**config.mk**
```make
export PLATFORM = sky130hd
export DESIGN_NAME = lcd_sequencer
export DESIGN_NICKNAME = d
export VERILOG_FILES = /design/src/rtl/lcd_pkg.sv /design/src/rtl/lcd_step_timer.sv /design/src/rtl/lcd_sequencer.sv
export SDC_FILE = /design/constraint.sdc
export NUM_CORES = 1
export LEC_CHECK = 0
export BUFFER_PORTS_ARGS = -buffer_cell sky130_fd_sc_hd__clkbuf_2
export CAP_MARGIN = 20
export CORE_MARGIN = 3
export CORE_UTILIZATION = 30
export DETAILED_ROUTE_END_ITERATION = 16
export REMOVE_ABC_BUFFERS = 1
export SYNTH_ARGS = -nofsm -noshare
export SYNTH_HDL_FRONTEND = slang
export SYNTH_SLANG_ARGS = --single-unit
```
**constraint.sdc**
```tcl
create_clock -name clk -period 2.9 [get_ports clk]
set_input_delay 0.145 -clock clk [delete_from_list [all_inputs] [get_ports clk]]
set_output_delay 0.145 -clock clk [all_outputs]
set_load 0.01 [all_outputs]
```
**src/rtl/lcd_pkg.sv**
```systemverilog
// Shared definitions for the character-LCD sequencer, the mode FSM and the text lookup.
// Holds the HD44780 command bytes, the mode codes and the sequencer state type.
package lcd_pkg;

    localparam logic [7:0] CMD_FSET    = 8'h38;
    localparam logic [7:0] CMD_DISP_ON = 8'h0C;
    localparam logic [7:0] CMD_ENTRY   = 8'h06;
    localparam logic [7:0] CMD_CLEAR   = 8'h01;
    localparam logic [7:0] CMD_LINE1   = 8'h80;

    localparam logic [1:0] MODE_WATCH     = 2'b00;
    localparam logic [1:0] MODE_ALARM     = 2'b01;
    localparam logic [1:0] MODE_STOPWATCH = 2'b10;

    localparam int LINE_CHARS = 16;

    typedef enum logic [2:0] {
        ST_POR,
        ST_FSET,
        ST_DISP,
        ST_ENTRY,
        ST_CLEAR,
        ST_ADDR,
        ST_CHAR,
        ST_IDLE
    } lcd_state_t;

    function automatic logic [7:0] state_cmd(input lcd_state_t st);
        logic [7:0] cmd;
        cmd = 8'h00;
        case (st)
            ST_FSET:  cmd = CMD_FSET;
            ST_DISP:  cmd = CMD_DISP_ON;
            ST_ENTRY: cmd = CMD_ENTRY;
            ST_CLEAR: cmd = CMD_CLEAR;
            ST_ADDR:  cmd = CMD_LINE1;
            default:  cmd = 8'h00;
        endcase
        return cmd;
    endfunction

endpackage

```
**src/rtl/lcd_step_timer.sv**
```systemverilog
// Bus-step timer: a down-counter that reloads every STEP_CYCLES clocks, plus the
// registered enable strobe that sits in the middle half of each step.
module lcd_step_timer #(
    parameter int STEP_CYCLES = 2000
) (
    input  logic clk,
    input  logic rst,
    input  logic restart,
    input  logic e_en,
    output logic step_start,
    output logic step_end,
    output logic lcd_e
);

    localparam int CW = $clog2(STEP_CYCLES);
    localparam logic [CW-1:0] CNT_TOP = CW'(STEP_CYCLES - 1);
    // Counter values at tick STEP_CYCLES/4 and tick 3*STEP_CYCLES/4-1.
    localparam logic [CW-1:0] E_HI = CW'(STEP_CYCLES - 1 - STEP_CYCLES / 4);
    localparam logic [CW-1:0] E_LO = CW'(STEP_CYCLES - (3 * STEP_CYCLES) / 4);

    logic [CW-1:0] cnt;
    logic [CW-1:0] cnt_next;

    always_comb begin
        cnt_next = cnt - CW'(1);
        if (restart || cnt == '0) begin
            cnt_next = CNT_TOP;
        end
    end

    always_ff @(posedge clk or posedge rst) begin
        if (rst) begin
            cnt   <= CNT_TOP;
            lcd_e <= 1'b0;
        end else begin
            cnt   <= cnt_next;
            lcd_e <= e_en && (cnt_next <= E_HI) && (cnt_next >= E_LO);
        end
    end

    assign step_start = (cnt == CNT_TOP);
    assign step_end   = (cnt == '0);

endmodule

```
**src/rtl/lcd_sequencer.sv**
```systemverilog
// Power-on init and line-1 banner painter for the HD44780-class LCD; repaints
// line 1 whenever the requested mode differs from the one last painted.
//
// state | meaning
// POR   | power-on wait, POR_STEPS idle steps, enable held low
// FSET  | function set command
// DISP  | display on, cursor off
// ENTRY | entry mode, auto-increment
// CLEAR | clear display
// ADDR  | set DDRAM address to line 1; latches disp_mode
// CHAR  | one data write per step, 16 steps
// IDLE  | not busy; watches for a mode change
module lcd_sequencer
    import lcd_pkg::*;
#(
    parameter int STEP_CYCLES = 2000,
    parameter int POR_STEPS   = 20
) (
    input  logic       clk,
    input  logic       rst,
    input  logic [1:0] mode,
    input  logic [7:0] char_data,
    output logic [1:0] disp_mode,
    output logic [3:0] char_idx,
    output logic       lcd_e,
    output logic       lcd_rs,
    output logic       lcd_rw,
    output logic [7:0] lcd_data,
    output logic       busy
);

    localparam int PW = (POR_STEPS > 1) ? $clog2(POR_STEPS) : 1;
    localparam logic [3:0] LAST_IDX = 4'(LINE_CHARS - 1);

    lcd_state_t state;
    lcd_state_t state_next;
    logic [PW-1:0] por_cnt;
    logic step_start;
    logic step_end;
    logic restart;
    logic e_en;

    lcd_step_timer #(
        .STEP_CYCLES(STEP_CYCLES)
    ) u_timer (
        .clk       (clk),
        .rst       (rst),
        .restart   (restart),
        .e_en      (e_en),
        .step_start(step_start),
        .step_end  (step_end),
        .lcd_e     (lcd_e)
    );

    always_ff @(posedge clk or posedge rst) begin
        if (rst) begin
            state <= ST_POR;
        end else begin
            state <= state_next;
        end
    end

    always_comb begin
        state_next = state;
        restart    = 1'b0;
        e_en       = 1'b0;
        case (state)
            ST_POR:   if (step_end && por_cnt == '0) state_next = ST_FSET;
            ST_FSET:  if (step_end) state_next = ST_DISP;
            ST_DISP:  if (step_end) state_next = ST_ENTRY;
            ST_ENTRY: if (step_end) state_next = ST_CLEAR;
            ST_CLEAR: if (step_end) state_next = ST_ADDR;
            ST_ADDR:  if (step_end) state_next = ST_CHAR;
            ST_CHAR:  if (step_end && char_idx == LAST_IDX) state_next = ST_IDLE;
            ST_IDLE: begin
                // Timer parked so a repaint starts on a fresh step.
                restart = 1'b1;
                if (mode != disp_mode) state_next = ST_ADDR;
            end
            default:  state_next = ST_POR;
        endcase
        e_en = !(state_next inside {ST_POR, ST_IDLE});
    end

    always_ff @(posedge clk or posedge rst) begin
        if (rst) begin
            por_cnt   <= PW'(POR_STEPS - 1);
            lcd_rs    <= 1'b0;
            lcd_data  <= 8'h00;
            char_idx  <= 4'd0;
            disp_mode <= MODE_WATCH;
            busy      <= 1'b1;
        end else begin
            busy <= (state != ST_IDLE);
            if (state == ST_POR && step_end) begin
                por_cnt <= por_cnt - PW'(1);
            end
            if (state_next != state) begin
                lcd_rs <= (state_next == ST_CHAR);
                if (state_next inside {ST_FSET, ST_DISP, ST_ENTRY, ST_CLEAR, ST_ADDR}) begin
                    lcd_data <= state_cmd(state_next);
                end
                if (state_next == ST_ADDR) begin
                    disp_mode <= mode;
                end
            end
            // Lookup output settles during tick 0, so it is captured at the end of it.
            if (state == ST_CHAR) begin
                if (step_start) lcd_data <= char_data;
                if (step_end)   char_idx <= char_idx + 4'd1;
            end
        end
    end

    assign lcd_rw = 1'b0;

endmodule

```
==> report_table.html <==
<table>
<tr><th>Metric</th><th>Value</th></tr>
<tr><th colspan="2">Pwr</th></tr>
<tr><td>Internal power summed over all cells</td><td>between 700 and 800 µW</td></tr>
<tr><td>Worst voltage drop across the vdd grid</td><td>roughly 0.13 mV</td></tr>
<tr><td>Part of the total power dissipated in sequential elements</td><td>56.2%</td></tr>
<tr><td>Proportion of power drawn by combinational gates</td><td>under 10%</td></tr>
<tr><td>Power density cells</td><td>around 370 nW/µm²</td></tr>
<tr><td>Switch share</td><td>between 20% and 30%</td></tr>
<tr><td>P_leak</td><td>0.00111 µW</td></tr>
<tr><td>Switching power of the nets</td><td>188 µW</td></tr>
<tr><td>Clock share of power</td><td>between 40% and 50%</td></tr>
<tr><th colspan="2">Placed design</th></tr>
<tr><td>Estimated wirelength of the detail-placed design</td><td>around 3.1 mm</td></tr>
<tr><td>Routability congestion estimate</td><td>just under 0.8</td></tr>
<tr><td>Port buffer count</td><td>28</td></tr>
<tr><th colspan="2">Min path</th></tr>
<tr><td>Min-delay worst type</td><td>in -&gt; reg</td></tr>
<tr><th colspan="2">Clock network</th></tr>
<tr><td>Post-cts resize count</td><td>0</td></tr>
<tr><td>Clock Path Buffers</td><td>2</td></tr>
<tr><td>H-tree depth</td><td>2</td></tr>
<tr><td>Clock-pin slew on the worst setup and hold paths</td><td>approximately 0.070 ns</td></tr>
<tr><td>Clock latency reported for the late side of the worst-skew pair</td><td>between 0.2 and 0.3 ns</td></tr>
<tr><td>Total clock buffers created by CTS</td><td>5</td></tr>
<tr><td>Root Driver</td><td>clkbuf_8</td></tr>
<tr><td>TritonCTS Sinks</td><td>36</td></tr>
<tr><td>Clock tree from TritonCTS</td><td>built</td></tr>
<tr><th colspan="2">Global routing</th></tr>
<tr><td>Antenna violations before repair</td><td>0</td></tr>
<tr><td>Grt met2 use</td><td>16.1%</td></tr>
<tr><td>Vias in the first global route</td><td>about 1500</td></tr>
<tr><td>Global Route met3 Usage</td><td>between 3 and 4%</td></tr>
<tr><td>Global Route Usage Sum</td><td>approximately 12%</td></tr>
<tr><td>Maximum number of pins on one net before global-route repair</td><td>37</td></tr>
<tr><td>GR peak layer</td><td>met1</td></tr>
<tr><td>Global-route met1 utilization</td><td>around 17%</td></tr>
<tr><td>Final global-route overflow total</td><td>0</td></tr>
<tr><td>First-pass GRT wire length</td><td>approximately 7.7 mm</td></tr>
<tr><th colspan="2">Die</th></tr>
<tr><td>Height of the chip</td><td>90.5 µm</td></tr>
<tr><td>Core outline area</td><td>slightly below 7000 µm²</td></tr>
<tr><td>Width of the die</td><td>about 90 µm</td></tr>
<tr><td>Area of the die</td><td>between 8000 and 9000 µm²</td></tr>
<tr><td>Initial Utilization</td><td>a little under a third</td></tr>
<tr><td>Number of placed I/O pins</td><td>30</td></tr>
<tr><td>Total number of placement rows</td><td>30</td></tr>
<tr><th colspan="2">Synth</th></tr>
<tr><td>Share of the synthesized area in the top cell type</td><td>a little over a quarter</td></tr>
<tr><td>Commonest cells post-synth</td><td>dfrtp_1 (23), nand2_1 (21), dfstp_2 (13), inv_1 (13), nor2_1 (12)</td></tr>
<tr><td>Register bit total from synthesis</td><td>36</td></tr>
<tr><td>Synth top area cells</td><td>dfrtp_1 (27%), dfstp_2 (16%), xnor2_1 (4.1%)</td></tr>
<tr><td>Top cell type by total area after synthesis</td><td>dfrtp_1</td></tr>
<tr><td>Share of synthesized area occupied by flip-flops and latches</td><td>a little over two fifths</td></tr>
<tr><td>Share of async-settable or async-resettable flops after synthesis</td><td>100%</td></tr>
<tr><td>Number of standard cells after synthesis</td><td>209</td></tr>
<tr><td>Mean instance size in the synthesized netlist</td><td>10.2 µm²</td></tr>
<tr><td>Synthesis Warnings</td><td>0</td></tr>
<tr><td>Dominant cell by count in the synthesized netlist</td><td>dfrtp_1</td></tr>
<tr><td>Area of the mapped netlist</td><td>about 2100 µm²</td></tr>
<tr><td>Number of enable flip-flop cells after synthesis</td><td>0</td></tr>
<tr><td>Number of distinct library cells after synthesis</td><td>60</td></tr>
<tr><td>Prevailing post-synth register cell</td><td>dfrtp_1</td></tr>
<tr><th colspan="2">Timing</th></tr>
<tr><td>RSZ-0062 raised after global routing</td><td>false</td></tr>
<tr><td>Final worst path period share</td><td>90.1%</td></tr>
<tr><td>Number of failing hold endpoints at the final stage</td><td>0</td></tr>
<tr><td>Setup TNS after final layout</td><td>0 ns</td></tr>
<tr><td>Final setup vio count</td><td>0</td></tr>
<tr><td>Hold slack</td><td>between 0.08 and 0.09 ns</td></tr>
<tr><td>Least-Margin Pin Slew</td><td>0.617 ns</td></tr>
<tr><td>Max Fclk</td><td>383 MHz</td></tr>
<tr><td>Fin crit period</td><td>roughly 2.6 ns</td></tr>
<tr><td>Max Slew Vio Count</td><td>0</td></tr>
<tr><td>Final worst clock skew</td><td>0.00437 ns</td></tr>
<tr><td>Slew Limit Headroom</td><td>roughly three fifths</td></tr>
<tr><th colspan="2">Detailed routing</th></tr>
<tr><td>Post-DRT Antenna Nets</td><td>0</td></tr>
<tr><td>Number of vias per cell</td><td>~4.9</td></tr>
<tr><td>Starting DRC count in detailed routing</td><td>118</td></tr>
<tr><td>First drt pass iteration count</td><td>6</td></tr>
<tr><td>Drt total wl</td><td>roughly 4.4 mm</td></tr>
<tr><td>Avg WL per Cell</td><td>13.1 µm</td></tr>
<tr><td>Drc violations</td><td>0</td></tr>
<tr><td>Via count</td><td>1622</td></tr>
<tr><th colspan="2">Final layout</th></tr>
<tr><td>Final core occ</td><td>a little over a third</td></tr>
<tr><td>Area overhead of the layout relative to synthesis</td><td>13.7%</td></tr>
<tr><td>Area of the multi-input gates</td><td>1090 µm²</td></tr>
<tr><td>Net count, final</td><td>between 200 and 300</td></tr>
<tr><td>Number of inserted diodes</td><td>0</td></tr>
<tr><td>Flip-flop and latch area</td><td>917 µm²</td></tr>
<tr><td>Fraction of layout instances using a drive strength above 1</td><td>around 29%</td></tr>
<tr><td>Fillers</td><td>just under 700</td></tr>
<tr><th colspan="2">Setup path</th></tr>
<tr><td>Critical path peak fanout</td><td>15</td></tr>
<tr><td>Sort of element at the end of the critical path</td><td>register</td></tr>
<tr><td>Critical path data required time</td><td>about 3.1 ns</td></tr>
<tr><td>Setup Crit Path Kind</td><td>reg -&gt; reg</td></tr>
<tr><td>Element type at the critical path start</td><td>register</td></tr>
<tr><td>Data arrival time at the worst-slack endpoint</td><td>~2.8 ns</td></tr>
<tr><th colspan="2">Status</th></tr>
<tr><td>Status</td><td>finished, final reports clean</td></tr>
<tr><th colspan="2">Run</th></tr>
<tr><td>Max-cap violations</td><td>0</td></tr>
</table>
## sequential cells by signal, summed over array words and instances (netlist names)
name and cells:
u_timer.cnt 11, lcd_data 8, por_cnt 5, char_idx 4, state 3, disp_mode 2, busy 1, lcd_rs 1
u_timer.lcd_e 1
## worst max-delay path, stage by stage, from the launching register on
cell     delay [ns]
dfstp_2        0.40
inv_1          0.06
ha_1           0.31
nor3b_4        0.31
and4b_1        0.61
a221o_1        0.29
nand3_2        0.10
a21oi_4        0.27
a221o_1        0.19
## final cells by class
type | instances | share of cell area (%)
Multi-Input combinational cell | 148 | 44.9
Sequential cell | 36 | 37.7
Timing Repair Buffer | 31 | 6.78
Tap cell | 96 | 4.93
Clock buffer | 8 | 3.70
Inverter | 13 | 2.00
## timing repair
action                    CTS  global route
hold endpoints to repair   23             0
buffers inserted            0             0
hold buffers                1             0
## per-layer routing
| metal | wire (µm) | up-vias |
|---|---|---|
| li1 | - | 811 |
| met1 | 2230 | 771 |
| met2 | 1900 | 36 |
| met3 | 168 | 4 |
| met4 | 59 | 0 |
| met5 | 0 | - |
## cell families (layout without fill, tap and decap cells)
family                   Yosys count  in the layout  synth area share (%)
adder cells (fa/ha/maj)            4              4                  2.34
flip-flops                        36             36                  42.8
AND/OR/NAND/NOR                   74             74                  22.3
AO/OA/AOI/OAI                     52             52                  19.0
XOR/XNOR                          14             14                  5.73
buffers and inverters             25             52                  6.08
multiplexers                       3              3                  1.58
other                              1              1                 0.175
## worst paths after layout
| check | from | to | slack, ns | cells after the start |
|---|---|---|---|---|
| max in group asynchronous | rst | busy$_DFF_PP1_ | 2.07 | 4 |
| min in group asynchronous | rst | u_timer.cnt[5]$_DFF_PP0_ | 0.48 | 4 |
| hold / removal | char_data[6] | lcd_data[6]$_DFF_PP0_ | 0.09 | 2 |
| hold reg to reg | lcd_data[1]$_DFF_PP0_ | lcd_data[1]$_DFF_PP0_ | 0.49 | 1 |
| setup reg to reg | u_timer.cnt[0]$_DFF_PP1_ | lcd_data[7]$_DFF_PP0_ | 0.29 | 8 |
| setup / recovery | u_timer.cnt[0]$_DFF_PP1_ | lcd_data[7]$_DFF_PP0_ | 0.29 | 8 |
## power by group through the flow
stage | clock, µW | sequential, µW | combinational [µW]
3_5_place_dp | 0 | 515 | 33.2
5_1_grt | 403 | 506 | 37.2
3_3_place_gp | 0 | 515 | 33.1
6_report | 361 | 506 | 33.0
4_1_cts | 382 | 506 | 34.3
2_1_floorplan | 0 | 516 | 17.0
## metrics by stage
step                      area [µm²]  instances  setup WS [ns]  total power (µW)
after floorplan                 2060        197          0.555               533
after global placement          2330        323          0.396               548
after detailed placement        2330        323          0.292               548
after CTS                       2430        332          0.280               922
after global routing            2430        332         0.0376               947
final                           2430        332          0.288               901
## placed cells by master (no fill, tap or decap), drive strengths merged, types with 3 or more instances in the layout
cell	instances
o21ai	11
inv	13
nor2	13
xor2	4
a21oi	8
mux2	3
ha	4
nor3	4
clkbuf	36
a21o	3
dfrtp	23
xnor2	10
dfstp	13
nand3	7
nand2	22
a221o	6
nand4	3
nor4	4
and2	3
o211ai	5
Power figures use the tool's default switching activity.
